**config.mk**
```make
export PLATFORM = sky130hd
export DESIGN_NAME = vga_fb_scheduler
export DESIGN_NICKNAME = d
export VERILOG_FILES = /design/src/rtl/vga_fb_scheduler.sv
export SDC_FILE = /design/constraint.sdc
export NUM_CORES = 1
export LEC_CHECK = 0
export CAP_MARGIN = 20
export CELL_PAD_IN_SITES_DETAIL_PLACEMENT = 0
export CELL_PAD_IN_SITES_GLOBAL_PLACEMENT = 1
export CORE_MARGIN = 1.5
export CORE_UTILIZATION = 45
export CTS_CLUSTER_DIAMETER = 120
export DETAILED_ROUTE_END_ITERATION = 12
export DONT_BUFFER_PORTS = 1
export PLACE_DENSITY_LB_ADDON = 0.1
export SLEW_MARGIN = 5
export SYNTH_ARGS = -nofsm -noshare
export SYNTH_HDL_FRONTEND = slang
export SYNTH_SLANG_ARGS = --single-unit
```
**constraint.sdc**
```tcl
create_clock -name i_clk -period 2.2 [get_ports i_clk]
set_input_delay 0.66 -clock i_clk [delete_from_list [all_inputs] [get_ports i_clk]]
set_output_delay 0.66 -clock i_clk [all_outputs]
set_load 0.01 [all_outputs]
```
**src/rtl/vga_fb_scheduler.sv**
```systemverilog
// Shares one single-port framebuffer RAM between scan-out fetches (always win) and a pixel writer.
// Fetch lands 2-3 cycles after its pix_tick; write ack 1 cycle after request, at most 3 when behind a fetch.
module vga_fb_scheduler #(
  parameter int FB_W        = 160,
  parameter int FB_H        = 120,
  parameter int SCALE_SHIFT = 2,
  parameter int H_START     = 144,
  parameter int V_START     = 35,
  parameter int H_ACT       = 640,
  parameter int V_ACT       = 480,
  parameter int ADDR_W      = 15,
  parameter int DATA_W      = 8
) (
  input  logic              i_clk,
  input  logic              i_rst_n,
  input  logic              pix_tick,
  input  logic [9:0]        h_cnt,
  input  logic [9:0]        v_cnt,
  input  logic              vid_on,
  input  logic              wr_req,
  input  logic [ADDR_W-1:0] wr_addr,
  input  logic [DATA_W-1:0] wr_data,
  output logic              wr_ack,
  output logic              mem_en,
  output logic              mem_we,
  output logic [ADDR_W-1:0] mem_addr,
  output logic [DATA_W-1:0] mem_wdata,
  input  logic [DATA_W-1:0] mem_rdata,
  output logic [DATA_W-1:0] pix_data
);

  localparam logic [9:0]      H_LO     = 10'(H_START - 2);
  localparam logic [9:0]      H_HI     = 10'(H_START + H_ACT - 6);
  localparam logic [9:0]      V_LO     = 10'(V_START);
  localparam logic [9:0]      V_HI     = 10'(V_START + V_ACT - 1);
  localparam logic [ADDR_W:0] FB_CELLS = (ADDR_W + 1)'(FB_W * FB_H);

  typedef enum logic [1:0] {IDLE, VID_RD, VID_CAP, WR} state_t;

  state_t            state;
  logic              vid_pend;
  logic              load_pend;
  logic [ADDR_W-1:0] fetch_addr;
  logic [DATA_W-1:0] pix_buf;
  logic [DATA_W-1:0] pix_reg;

  logic [9:0]        h_off;
  logic [9:0]        v_off;
  logic [9:0]        cell_row;
  logic [9:0]        cell_col;
  logic [ADDR_W-1:0] row_base;
  logic [ADDR_W-1:0] fetch_addr_nxt;
  logic              fetch_due;
  logic              wr_in_range;

  // Fetch two pixels ahead of the cell's first displayed column so data is ready on time.
  assign h_off    = h_cnt - H_LO;
  assign v_off    = v_cnt - V_LO;
  assign cell_row = v_off >> SCALE_SHIFT;
  assign cell_col = h_off >> SCALE_SHIFT;
  assign row_base = ADDR_W'(cell_row);
  assign fetch_addr_nxt = (row_base << 7) + (row_base << 5) + ADDR_W'(cell_col);

  assign fetch_due = pix_tick
                   && (v_cnt >= V_LO) && (v_cnt <= V_HI)
                   && (h_cnt >= H_LO) && (h_cnt <= H_HI)
                   && (h_off[SCALE_SHIFT-1:0] == '0);

  assign wr_in_range = ({1'b0, wr_addr} < FB_CELLS);

  assign pix_data = vid_on ? pix_reg : '0;

  always_ff @(posedge i_clk or negedge i_rst_n) begin
    if (!i_rst_n) begin
      state      <= IDLE;
      vid_pend   <= 1'b0;
      load_pend  <= 1'b0;
      fetch_addr <= '0;
      pix_buf    <= '0;
      pix_reg    <= '0;
      wr_ack     <= 1'b0;
      mem_en     <= 1'b0;
      mem_we     <= 1'b0;
      mem_addr   <= '0;
      mem_wdata  <= '0;
    end else begin
      wr_ack <= 1'b0;
      mem_en <= 1'b0;
      mem_we <= 1'b0;

      if (pix_tick && load_pend) begin
        pix_reg   <= pix_buf;
        load_pend <= 1'b0;
      end

      if (fetch_due) begin
        fetch_addr <= fetch_addr_nxt;
        vid_pend   <= 1'b1;
      end

      case (state)
        IDLE: begin
          if (vid_pend) begin
            state    <= VID_RD;
            mem_en   <= 1'b1;
            mem_addr <= fetch_addr;
          end else if (wr_req) begin
            state     <= WR;
            wr_ack    <= 1'b1;
            mem_en    <= wr_in_range;
            mem_we    <= wr_in_range;
            mem_addr  <= wr_addr;
            mem_wdata <= wr_data;
          end
        end
        VID_RD: begin
          if (!fetch_due) vid_pend <= 1'b0;
          state <= VID_CAP;
        end
        VID_CAP: begin
          pix_buf   <= mem_rdata;
          load_pend <= 1'b1;
          if (wr_req) begin
            state     <= WR;
            wr_ack    <= 1'b1;
            mem_en    <= wr_in_range;
            mem_we    <= wr_in_range;
            mem_addr  <= wr_addr;
            mem_wdata <= wr_data;
          end else begin
            state <= IDLE;
          end
        end
        WR: begin
          // wr_req here is still the request being acknowledged; a new one is seen from IDLE.
          if (vid_pend) begin
            state    <= VID_RD;
            mem_en   <= 1'b1;
            mem_addr <= fetch_addr;
          end else begin
            state <= IDLE;
          end
        end
        default: state <= IDLE;
      endcase
    end
  end

endmodule
```
# Word level (Yosys, flattened, before mapping)
# Index checks and enable logic that the tools add are counted.
# word_totals
regBits	61
latch_bits	0
ram_bits	0
romBits	0
out_inout_bits	34
word_cells	66
memories	0
# op_classes
addsub	4
mul	0
div_mod_pow	0
n_lt_le_gt_ge	5
n_eq_ne	6
shift	0
n_mux	27
n_bitwise	0
reduce_logical	13
# ops
operator	n
two-way mux 15 bit	3
case mux 15 bit (3 select lines)	1
two-way mux 8 bit	3
less-or-equal comparator 10 bit (second input constant)	2
case mux 8 bit (2 select lines)	1
adder 15 x 13 -> 15 bit	1
adder 15 x 8 -> 15 bit	1
< comparator 15 bit (second input constant)	1
two-way mux 1 bit	12
>= comparator 10 x 6 -> 1 bit (second input constant)	1
>= comparator 10 x 8 -> 1 bit (second input constant)	1
subtractor 10 x 6 -> 10 bit (second input constant)	1
subtractor 10 x 8 -> 10 bit (second input constant)	1
case mux 2 bit (4 select lines)	1
logical AND 1 bit	6
two-way mux 2 bit	3
equality test 2 bit (second input constant)	2
zero test 2 bit	2
!= test 2 bit (second input constant)	2
case mux 1 bit (2 select lines)	2
AND reduction 2 bit	2
nonzero test 2 bit	2
!= test 3 bit (second input constant)	1
case mux 1 bit (3 select lines)	1
2 further kinds	2

# Depth between registers and ports, before layout
# depth
depth_word	9
ltp_mapped	13
depth_no_buf	13

# Worst setup path after synthesis
# No wires, ideal clock.
# synth_path
path_type	input-to-reg
start	input port v_cnt[1]
end	register fetch_addr[13]
arrival_ps	3121
setup_slack_ps	-1046
path_stages	12
path_cell_list	a2111o_1 -> and2_1 -> clkbuf_1 -> nor2_1 -> xor2_1 -> ha_1 -> ha_1 -> nand3_1 -> o22ai_1 -> o41ai_1 -> xnor2_1 -> mux2_4
# synth_between
elab_chain_len	6
word_cells_on_any_way	10
classes_between	add/sub (3); order compare (2); reduce/logical (5)
# synth_rtl
element	line	text
start: declaration	18	input logic [9:0] v_cnt,
branches (longest 6 deep; another with adder 15 x 13 -> 15 bit)	-	
end signal: assignment	97	fetch_addr <= fetch_addr_nxt;
end: declaration	43	logic [ADDR_W-1:0] fetch_addr;
# Parallel ways; which one is timed is not known.
# A chain may end at the register's enable or synchronous reset.

# Worst setup path in the final report
# layout_path
start	input port h_cnt[5]
end	register fetch_addr[13]
# layout_between
elab_chain_len	4
word_cells_on_any_way	7
classes_between	add/sub (2); order compare (2); reduce/logical (3)
# layout_rtl
element	line	text
start: declaration	17	input logic [9:0] h_cnt,
branches (longest 4 deep; another with adder 15 x 8 -> 15 bit)	-	
# Parallel ways; which one is timed is not known.

==> summary.txt <==
Status
  • Status: finished, violations left
  • Failing checks: setup timing

Drt
  • DR WL/cell: approximately 17 µm
  • Routed Antenna Nets: 0
  • Via count: around 2600
  • Drt first pass iters: 5
  • WL final: 8042 µm
  • Vias per inst: between 5 and 6
  • DRT iter0 DRCs: ~170
  • DRC: 0

Timing
  • Worst-margin pin slew: 0.7661 ns
  • WHS: about 0.026 ns
  • Final setup vio count: 8
  • Tcrit/Tclk final: 126.8%
  • Unrepaired setup endpoints after global routing: true
  • Max Slew Vio Count: 0
  • Min Tclk post-route: between 2 and 3 ns
  • Clk_skew: about 0.0056 ns
  • Final worst slack: -0.5903 ns
  • Slew margin rel.: 48.74%
  • Fmax: ~360 MHz
  • Final hold violation count: 0

Place
  • Dpl hpwl: 5653 µm
  • I/O Buffers: 0
  • GPL Wtd Cong: around 0.9

Power
  • P_leak: between 0.0015 and 0.002 µW
  • Pwr dens: 1150 mW/mm²
  • Flop pwr share: ~43%
  • Clock share of power: ~19%
  • Peak VDD IR: 350.5 µV
  • Psw: around 1700 µW
  • Switching Share: about a third
  • Total power: between 4000 and 5000 µW
  • Comb pwr share: 38.2%
  • Int Power: approximately 3200 µW

Logic synthesis
  • Top cell type's share of synthesized area: ~45%
  • Sequential area share after synthesis: between 40% and 50%
  • Yosys reg bits: slightly above 60
  • Syn Area/Cell: between 10 and 15 µm²
  • Yosys cell types: 39
  • Syn Nets: 387
  • Synth top area cells: dfrtp_1, mux2_2, ha_1
  • Synth area leader: dfrtp_1
  • Post-Synthesis Cells: around 310
  • Synth warn: 0
  • Mapped cell area: 0.003422 mm²

Critical path
  • Crit end category: flop
  • Critical Path RT: 2.41 ns
  • Crit Path Class: primary input to flop
  • Slowest CP cell: fa_1
  • Startpoint Class: primary input
  • Cells along the critical path: nor3_4 -> nand2_2 -> a21oi_2 -> xnor2_2 -> fa_1 -> inv_1 -> ha_4 -> a21oi_4 -> o22ai_2 -> o41ai_2 -> xnor2_1 -> mux2_4
  • Critical path arrival: about 3 ns
  • Crit path max fanout: 3
  • Crit path largest cell delay: between 0.5 and 0.6 ns

Cells and area
  • Area grow syn2layout: 26.95%
  • Fillcell total: around 640
  • Nets: 433
  • Top Registers: fetch_addr: 15 flops, mem_addr: 15 flops
  • Antenna diode count: 0
  • Proportion of layout cells with a drive suffix above 1: a little under two fifths

Global routing
  • Initial antenna violation count: 0
  • Gr usage total: between 20% and 30%
  • Vias in the first global route: between 2000 and 3000
  • Pin count of the biggest net entering global routing: a little over 60
  • First-pass GRT wire length: between 10000 and 15000 µm
  • GRT overflow: 0

Flow run
  • Max-cap violations: 0

CTS
  • Clk root buf: clkbuf_8
  • Num CTS Buffers: 9
  • Skew-Pair Late Insertion Delay: 0.33 ns
  • Clk sinks: slightly above 60
  • H-tree levels: 3
  • Clk slew on worst S/H paths: ~0.06 ns
  • Worst-case clock buffer depth: 2
  • CTS tree: built

Floorplanning
  • Die span in x: roughly 90 µm
  • Core area: 0.007292 mm²
  • Die area: about 0.0081 mm²
  • Initial Util: ~47%
  • I/O Pins: 90
  • DIE HEIGHT: 90.21 µm
  • Row count: 31

Worst hold path
  • Worst Hold Class: primary input to async pin
-- power groups by stage --
| stage | clock, µW | combinational [µW] | sequential (µW) |
|---|---|---|---|
| floorplan | 0 | 1330 | 2020 |
| global placement | 0 | 1720 | 2120 |
| detailed placement | 0 | 1740 | 2140 |
| CTS | 995 | 1860 | 2120 |
| global route | 1060 | 2100 | 2180 |
| finish | 965 | 1910 | 2120 |
-- cell usage in the layout, fill, tap and decap left out, types with 2 or more instances in the layout --
master	Yosys	routed
a21oi_4	0	2
buf_4	0	43
nand2b_1	12	12
xnor2_2	0	3
and2_1	10	9
nand2_1	15	12
o21ai_1	0	2
nand2_2	0	3
xor2_2	0	2
a221oi_1	15	15
o21ai_0	7	5
clkbuf_1	12	2
mux2_2	28	28
o22ai_2	1	2
buf_6	1	3
clkbuf_8	0	10
nor2b_1	6	4
inv_1	9	9
nor2_1	24	20
ha_4	0	8
xor2_1	11	9
dfrtp_1	61	61
clkinv_2	0	2
o31ai_1	4	2
mux2_4	8	8
nor2b_4	0	2
o22ai_1	30	29
nor2_4	0	3
ha_1	16	7
nand3_1	3	2
a21oi_1	13	10
xnor2_1	7	4
-- cell type report --
class	count	area, µm²	share of cell area (%)
Sequential cell	61	1526	35.14
Timing Repair Buffer	48	386.6	8.900
Multi-Input combinational cell	229	2077	47.81
Clock buffer	12	145.1	3.341
Inverter	10	37.54	0.8641
Clock inverter	4	47.55	1.094
Tap cell	99	123.9	2.851
-- synthesized netlist by cell type --
cell type,number
a41oi_1,2
ha_1,16
nor2b_1,6
o21ai_0,7
o211a_1,1
mux2_2,28
o21a_1,1
nor2_1,24
inv_1,9
o22ai_2,1
dfrtp_1,61
or3_4,1
a21oi_1,13
and2_1,10
o22ai_1,30
mux2_4,8
a311o_1,1
nand2_4,1
nand2b_1,12
a221oi_1,15
buf_6,1
a21boi_0,1
and3b_1,1
a21o_1,1
mux2i_1,1
nor3_1,1
or3b_1,1
nand2_1,15
xnor2_1,7
xor2_1,11
o31ai_1,4
a2111oi_4,1
clkinv_1,1
o41ai_1,1
nand3b_1,1
nand3_1,3
a2111o_1,1
fa_1,2
clkbuf_1,12
-- critical path, delay by kind of cell --
family,cells,cell delay (ns)
fa+ha+maj,2,0.76
buf+inv,1,0.07
xor+xnor,2,0.22
compound gates,4,0.74
simple gates,2,0.29
mux,1,0.27
-- layer usage --
layer | global-route usage [%] | wire [µm] | part of all wire [%]
met3 | 4.569 | 476 | 5.9
met2 | 32.51 | 3918 | 49
met1 | 25.29 | 3456 | 43
met5 | 0 | 0 | 0
met4 | 10.19 | 191 | 2.4
-- metrics by stage --
step	util (%)	area, µm²	setup WS [ns]	setup TNS [ns]	cells
final	59.57	4344	-0.5903	-3.529	463
after global routing	59.57	4344	-0.6902	-4.439	463
after CTS	58.42	4260	-0.6122	-3.489	461
after detailed placement	53.24	3882	-0.9791	-8.264	436
after global placement	53.24	3882	-0.9492	-7.824	436
after floorplan	-	3526	-0.9180	-5.548	313
-- worst paths after layout --
path                                       start                         end  slack [ns]  cells after the start
max                                     h_cnt[5]  fetch_addr[13]$_DFFE_PN0P_       -0.59                     12
min                                      i_rst_n          vid_pend$_DFF_PN0_        0.03                      0
max reg2reg                   vid_pend$_DFF_PN0_    mem_wdata[0]$_DFFE_PN0P_        0.52                      3
min reg2reg                load_pend$_DFFE_PN0P_       load_pend$_DFFE_PN0P_        0.48                      1
max in group asynchronous                i_rst_n     mem_addr[8]$_DFFE_PN0P_        0.93                      1
min in group i_clk         load_pend$_DFFE_PN0P_       load_pend$_DFFE_PN0P_        0.48                      1
-- logic make-up after synthesis --
group / Yosys count / share of synthesized area [%]
compound gates: 80 / 16.64
xor+xnor: 18 / 4.607
fa+ha+maj: 18 / 7.020
buf+inv: 23 / 2.742
flops: 61 / 44.61
mux: 37 / 13.02
simple gates: 76 / 11.37
-- timing repair --
item,4_1_cts,5_1_grt
setup buffers,10,2
hold buffers,0,1
pin swaps,27,14
setup endpoints to repair,8,8
gates resized for setup,25,11
hold endpoints to repair,0,16
(Power assumes the default switching activity.)
